<file path="src/rtl/rr_arbiter_4_to_1_if.sv">
// Bundle between the 4-to-1 adapter, the round-robin arbiter and the single-lane consumer.
// master drives lane data/requests and downstream ready; slave is the arbiter.
interface rr_arbiter_4_to_1_if #(
  parameter int DATA_WIDTH = 16,
  parameter int N_INPUTS   = 4
);
  logic [N_INPUTS*DATA_WIDTH-1:0] r;
  logic [N_INPUTS-1:0]            req;
  logic [N_INPUTS-1:0]            ack;
  logic [N_INPUTS-1:0]            grant;
  logic [DATA_WIDTH-1:0]          out_data;
  logic [1:0]                     out_lane;
  logic                           out_valid;
  logic                           out_ready;
  logic                           dbg_state;

  modport master (
    output r, req, out_ready,
    input  ack, grant, out_data, out_lane, out_valid, dbg_state
  );

  modport slave (
    input  r, req, out_ready,
    output ack, grant, out_data, out_lane, out_valid, dbg_state
  );
endinterface

</file>
<file path="src/rtl/rr_arbiter_4_to_1.sv">
// Round-robin 4-lane arbiter with bounded bursts, feeding one registered output word.
// Handshake: a word moves whenever valid & ready at a rising edge (req/ack on the lane side, out_valid/out_ready downstream).
module rr_arbiter_4_to_1 #(
  parameter int DATA_WIDTH = 16,
  parameter int N_INPUTS   = 4,
  parameter int BURST      = 4
) (
  input  logic                  clk,
  input  logic                  reset,
  rr_arbiter_4_to_1_if.slave    bus
);
  localparam int CW = $clog2(BURST + 1);

  typedef enum logic {S_IDLE, S_GRANT} state_t;

  state_t                r_state, w_state_nxt;
  logic [1:0]            r_owner, w_owner_nxt;
  logic [1:0]            r_ptr, w_ptr_nxt;
  logic [CW-1:0]         r_cnt, w_cnt_nxt;
  logic [DATA_WIDTH-1:0] r_out_data;
  logic [1:0]            r_out_lane;
  logic                  r_out_valid;

  logic                  w_space;
  logic                  w_ack_any;
  logic                  w_last;
  logic                  w_found;
  logic [1:0]            w_winner;
  logic [DATA_WIDTH-1:0] w_owner_word;

  assign w_space      = !r_out_valid || bus.out_ready;
  assign w_ack_any    = (r_state == S_GRANT) && bus.req[r_owner] && w_space;
  assign w_last       = (r_cnt + CW'(1)) == CW'(BURST);
  assign w_owner_word = bus.r[r_owner*DATA_WIDTH +: DATA_WIDTH];

  // First requesting lane scanning from the priority pointer, wrapping mod 4.
  always_comb begin
    logic [1:0] idx;
    w_found  = 1'b0;
    w_winner = r_ptr;
    idx      = r_ptr;
    for (int i = 0; i < 4; i++) begin
      idx = r_ptr + 2'(i);
      if (!w_found && bus.req[idx]) begin
        w_found  = 1'b1;
        w_winner = idx;
      end
    end
  end

  always_comb begin
    w_state_nxt = r_state;
    w_owner_nxt = r_owner;
    w_ptr_nxt   = r_ptr;
    w_cnt_nxt   = r_cnt;
    case (r_state)
      S_IDLE: begin
        if (w_found) begin
          w_owner_nxt = w_winner;
          w_cnt_nxt   = '0;
          w_state_nxt = S_GRANT;
        end
      end
      S_GRANT: begin
        if (!bus.req[r_owner]) begin
          w_state_nxt = S_IDLE;
          w_ptr_nxt   = r_owner + 2'd1;
        end else if (w_ack_any) begin
          w_cnt_nxt = r_cnt + CW'(1);
          if (w_last) begin
            w_state_nxt = S_IDLE;
            w_ptr_nxt   = r_owner + 2'd1;
          end
        end
      end
      default: w_state_nxt = S_IDLE;
    endcase
  end

  always_ff @(posedge clk or posedge reset) begin
    if (reset) begin
      r_state <= S_IDLE;
      r_owner <= 2'd0;
      r_ptr   <= 2'd0;
      r_cnt   <= '0;
    end else begin
      r_state <= w_state_nxt;
      r_owner <= w_owner_nxt;
      r_ptr   <= w_ptr_nxt;
      r_cnt   <= w_cnt_nxt;
    end
  end

  // Output stage reloads on the same edge it is drained, so back-to-back words leave no bubble.
  always_ff @(posedge clk or posedge reset) begin
    if (reset) begin
      r_out_data  <= '0;
      r_out_lane  <= 2'd0;
      r_out_valid <= 1'b0;
    end else if (w_ack_any) begin
      r_out_data  <= w_owner_word;
      r_out_lane  <= r_owner;
      r_out_valid <= 1'b1;
    end else if (bus.out_ready) begin
      r_out_valid <= 1'b0;
    end
  end

  assign bus.ack       = w_ack_any ? (N_INPUTS'(1) << r_owner) : '0;
  assign bus.grant     = (r_state == S_GRANT) ? (N_INPUTS'(1) << r_owner) : '0;
  assign bus.out_data  = r_out_data;
  assign bus.out_lane  = r_out_lane;
  assign bus.out_valid = r_out_valid;
  assign bus.dbg_state = (r_state == S_GRANT);
endmodule

</file>
<file path="src/flat_wrapper.sv">
// flat-port wrapper written by rule: the top's interface ports become plain ports
module rr_arbiter_4_to_1_flat 
#(
  parameter int DATA_WIDTH = 16,
  parameter int N_INPUTS   = 4,
  parameter int BURST      = 4
)
  (clk, reset, bus_r, bus_req, bus_out_ready, bus_ack, bus_grant, bus_out_data, bus_out_lane, bus_out_valid, bus_dbg_state);
  rr_arbiter_4_to_1_if #(.DATA_WIDTH(DATA_WIDTH), .N_INPUTS(N_INPUTS)) bus_i ();
  input  logic clk;
  input  logic reset;
  input wire logic [$bits(bus_i.r)-1:0] bus_r;
  input wire logic [$bits(bus_i.req)-1:0] bus_req;
  input wire logic [$bits(bus_i.out_ready)-1:0] bus_out_ready;
  output wire logic [$bits(bus_i.ack)-1:0] bus_ack;
  output wire logic [$bits(bus_i.grant)-1:0] bus_grant;
  output wire logic [$bits(bus_i.out_data)-1:0] bus_out_data;
  output wire logic [$bits(bus_i.out_lane)-1:0] bus_out_lane;
  output wire logic [$bits(bus_i.out_valid)-1:0] bus_out_valid;
  output wire logic [$bits(bus_i.dbg_state)-1:0] bus_dbg_state;
  assign bus_i.r = bus_r;
  assign bus_i.req = bus_req;
  assign bus_i.out_ready = bus_out_ready;
  assign bus_ack = bus_i.ack;
  assign bus_grant = bus_i.grant;
  assign bus_out_data = bus_i.out_data;
  assign bus_out_lane = bus_i.out_lane;
  assign bus_out_valid = bus_i.out_valid;
  assign bus_dbg_state = bus_i.dbg_state;
  rr_arbiter_4_to_1 #(.DATA_WIDTH(DATA_WIDTH), .N_INPUTS(N_INPUTS), .BURST(BURST)) u_core (.clk(clk), .reset(reset), .bus(bus_i));
endmodule
</file>
<file path="config.mk">
export PLATFORM = sky130hd
export DESIGN_NAME = rr_arbiter_4_to_1_flat
export DESIGN_NICKNAME = d
export VERILOG_FILES = /design/src/rtl/rr_arbiter_4_to_1_if.sv /design/src/rtl/rr_arbiter_4_to_1.sv /design/src/flat_wrapper.sv
export SDC_FILE = /design/constraint.sdc
export NUM_CORES = 1
export LEC_CHECK = 0
export CAP_MARGIN = 20
export CORE_MARGIN = 2
export CORE_UTILIZATION = 39
export CTS_CLUSTER_DIAMETER = 200
export CTS_CLUSTER_SIZE = 10
export DETAILED_ROUTE_END_ITERATION = 8
export HOLD_SLACK_MARGIN = 0.15
export PLACE_DENSITY = 0.86
export REMOVE_ABC_BUFFERS = 1
export SLEW_MARGIN = 30
export SYNTH_ARGS = -nofsm -noshare
export SYNTH_HDL_FRONTEND = slang
export SYNTH_SLANG_ARGS = --single-unit
</file>
<file path="constraint.sdc">
create_clock -name clk -period 2 [get_ports clk]
set_input_delay 0.4 -clock clk [delete_from_list [all_inputs] [get_ports clk]]
set_output_delay 0.4 -clock clk [all_outputs]
set_load 0.005 [all_outputs]
</file>
==> results.py <==
metrics = {
    "clocking": {
        "clk_path_buf_depth": 2,
        "root_buffer": "clkbuf_8",
        "clock-sinks": 27,
        "numCtsBuffers": 3,
        "cts_hold_buf": 0,
        "cts_tree": "yes",
        "cts.clk_slew.worst_paths_ns": 0.09,
        "cts-htree-levels": 1,
        "clk_latency_ns": 0.27,
    },
    "global_route": {
        "grt-ovfl-total": 0,
        "grt_pass1_vias": 1898,
        "antenna_found_initial": 0,
        "grt_pass1_wl_um": 8850,
        "grt_max_degree": 28,
        "grt_usage_pct": 21.8,
    },
    "drt": {
        "drt-total-wl_um": 5310,
        "drc": 0,
        "viasPerCell": 5.13,
        "drtIter0Drc": 67,
        "num_vias": 1769,
        "wire_per_inst_um": 15.4,
        "ant_nets": 0,
        "dr.pass1.iters": 4,
    },
    "sta": {
        "hold_viol_final": 0,
        "setup_slack_ns": -0.114,
        "grt_setup_unrepaired": "yes",
        "fin_worst_skew_ns": 0.00822,
        "finalCritPeriodShare_pct": 106,
        "fmax_ghz": 0.473,
        "finalCriticalPeriod_ns": 2.11,
        "setup_viol": 4,
        "worst_pin_slew_ns": 0.382,
        "drv_slew": 0,
        "relSlewSlack_pct": 74.3,
        "finalSetupTns_ns": -0.258,
        "hold_ws_ns": 0.477,
    },
    "worst_setup_path": {
        "crit_type": "reg -> out",
        "crit_path_end_kind": "output port",
        "required_ns": 1.60,
        "start_kind": "register",
        "reg2reg_setup_slack_ns": 0.17,
        "r2r_cells": 4,
        "cp_max_fo": 5,
        "critPathArrivalTime_ns": 1.71,
        "r2r-start": "u_core.r_owner[0]$_DFFE_PP0P_",
        "timing.rr.end": "u_core.r_ptr[1]$_DFFE_PP0P_",
    },
    "hold_path": {
        "hold_class": "reg -> reg",
        "holdPathStages": 2,
        "min_from": "u_core.bus.out_data[12]$_DFFE_PP0P_",
        "min_to": "u_core.bus.out_data[12]$_DFFE_PP0P_",
    },
    "yosys": {
        "synth_xor_area_share_pct": 0.492,
        "synth_top_cell_by_area": "dfrtp_1",
        "seq_area_frac_synth_pct": 38.0,
        "yosysUniqueCellTypes": 31,
        "ys_async_sr_fraction_pct": 100,
        "synth_compound_gate_area_share_pct": 6.19,
        "synth-main-ff-cell": "dfrtp_1",
        "synth_top_family_by_area": "multiplexers",
        "synth-adder-area-share_pct": 4.22,
        "synth_top_area_share_pct": 38.0,
        "synth.area.top_cells": "dfrtp_1 38%, mux4_2 22%, nand2_1 13%",
        "syn_avg_cell_area_um2": 9.88,
        "synthMostInstantiatedCell": "nand2_1",
        "synth_edf_count": 0,
        "synth_cells": 180,
        "ys_ff_latch": 27,
        "synth.area.mux_share_pct": 25.1,
        "syn-cell-area_um2": 1780,
        "ys.warnings.count": 0,
        "yosys-top-cells-count": "60 x nand2_1, 27 x dfrtp_1, 17 x mux4_2",
        "yosys.area_share.simple_pct": 19.8,
    },
    "power_and_ir_drop": {
        "leakage_nw": 1.36,
        "power_density_nw_per_um2": 1240,
        "power.internal_w": 0.00231,
        "finalPower_w": 0.00372,
        "p_sw_w": 0.00140,
        "swShare_pct": 37.7,
        "vdd_drop_max_mv": 0.530,
        "seqPwrFrac_pct": 27.4,
        "p_clk_share_pct": 8.2,
        "combPwrFrac_pct": 64.4,
    },
    "place": {
        "numPortBuffers": 98,
        "gp_congestion": 0.876,
        "place_ws_ns": -0.457,
        "hpwl_um": 4230,
    },
    "floorplan": {
        "core_um2": 4380,
        "die_y_um": 71.5,
        "ios": 99,
        "die_w_um": 71.5,
        "row_count": 24,
        "die-area_um2": 5120,
        "start_util_pct": 40.6,
    },
    "final_layout": {
        "diodes": 0,
        "drive_above_1_share_pct": 19.8,
        "fin_nets": 371,
        "syn_to_final_growth_pct": 67.8,
        "final_util_pct": 68.1,
    },
    "flow_run": {
        "cap_violations": 0,
    },
    "outcome": {
        "violations": "setup timing",
        "run_status": "complete, but fails checks",
    },
}
[cells in the final DEF (no fill, tap or decap), types with 2 or more instances in the layout]
| cell type | Yosys | layout |
|---|---|---|
| inv_1 | 10 | 10 |
| mux4_2 | 17 | 17 |
| buf_6 | 2 | 3 |
| buf_4 | 1 | 20 |
| mux2i_1 | 3 | 3 |
| nand2_1 | 60 | 60 |
| dlygate4sd2_1 | 0 | 8 |
| clkbuf_8 | 0 | 3 |
| clkdlybuf4s50_1 | 0 | 86 |
| o21ai_0 | 7 | 7 |
| ha_1 | 6 | 6 |
| nor2_1 | 11 | 9 |
| dfrtp_1 | 27 | 26 |
| nor2b_1 | 2 | 2 |
| mux2_2 | 3 | 3 |
| a21oi_1 | 3 | 3 |
| nor3_1 | 2 | 2 |
| nand3_1 | 2 | 2 |
| buf_2 | 8 | 3 |
| nand2b_1 | 2 | 2 |
[layer usage]
layer	vias up	wire length, um	global-route usage [%]
met5	-	0	0
met2	63	2910	40.9
met3	2	327	2.95
met4	0	35	6.08
met1	864	2030	26.0
li1	840	-	-
[kinds of logic after synthesis]
group	after synthesis
flops	27
buf+inv	22
xor+xnor	1
compound gates	17
fa+ha+maj	6
simple gates	84
mux	23
[power by group through the flow]
stage	Clock (W)	Sequential, W	Combinational (W)
3_5_place_dp	0	0.00103	0.00227
6_report	0.000304	0.00102	0.00239
2_1_floorplan	0	0.00113	0.00102
4_1_cts	0.000315	0.00102	0.00238
5_1_grt	0.000334	0.00106	0.00264
3_3_place_gp	0	0.00101	0.00220
[stage by stage]
stage,area [um2],instances
detailed placement,2870,334
floorplan,1710,168
finish,2990,345
global route,2990,345
global placement,2870,334
CTS,2970,344
[what timing repair did]
action                     in CTS  in global routing
setup endpoints to repair       8                  4
pin swaps                       2                  1
setup buffers                   6                  1
gates resized for setup        33                  2
[registers in the layout, summed over array words and instances (netlist names)]
| signal | flops |
|---|---|
| u_core.r_owner | 2 |
| u_core.bus.out_data | 16 |
| u_core.r_ptr | 2 |
| u_core.bus.out_valid | 1 |
| u_core.bus.dbg_state | 1 |
| u_core.bus.out_lane | 2 |
| u_core.r_cnt | 3 |
[critical path, stage by stage, from the launching register on]
cell	delay, ns
dfrtp_1	0.44
mux4_2	0.58
nand3_4	0.15
buf_6	0.12
nor2_2	0.03
buf_2	0.12
[final cells by class]
class,count,area [um2]
clock buffer,3,41.3
timing repair buffer,121,1150
sequential,27,677
multi-input combinational,131,1010
inverter,10,37.5
fill,353,1400
clock inverter,1,5.00
tap,52,65.1
[worst max path at each step]
stage | endpoint | slack (ns) | startpoint | cells after the start
4_1_cts | bus_ack[1] | -0.11 | u_core.r_owner[0]$_DFFE_PP0P_ | 5
3_3_place_gp | bus_ack[3] | -0.44 | bus_req[3] | 5
3_5_place_dp | bus_ack[1] | -0.46 | bus_req[1] | 5
6_report | bus_ack[1] | -0.11 | u_core.r_owner[0]$_DFFE_PP0P_ | 5
5_1_grt | bus_ack[1] | -0.17 | u_core.r_owner[0]$_DFFE_PP0P_ | 5
2_1_floorplan | bus_ack[0] | -0.38 | u_core.r_owner[0]$_DFFE_PP0P_ | 3
Note: power is estimated with default switching activity, not from simulation.
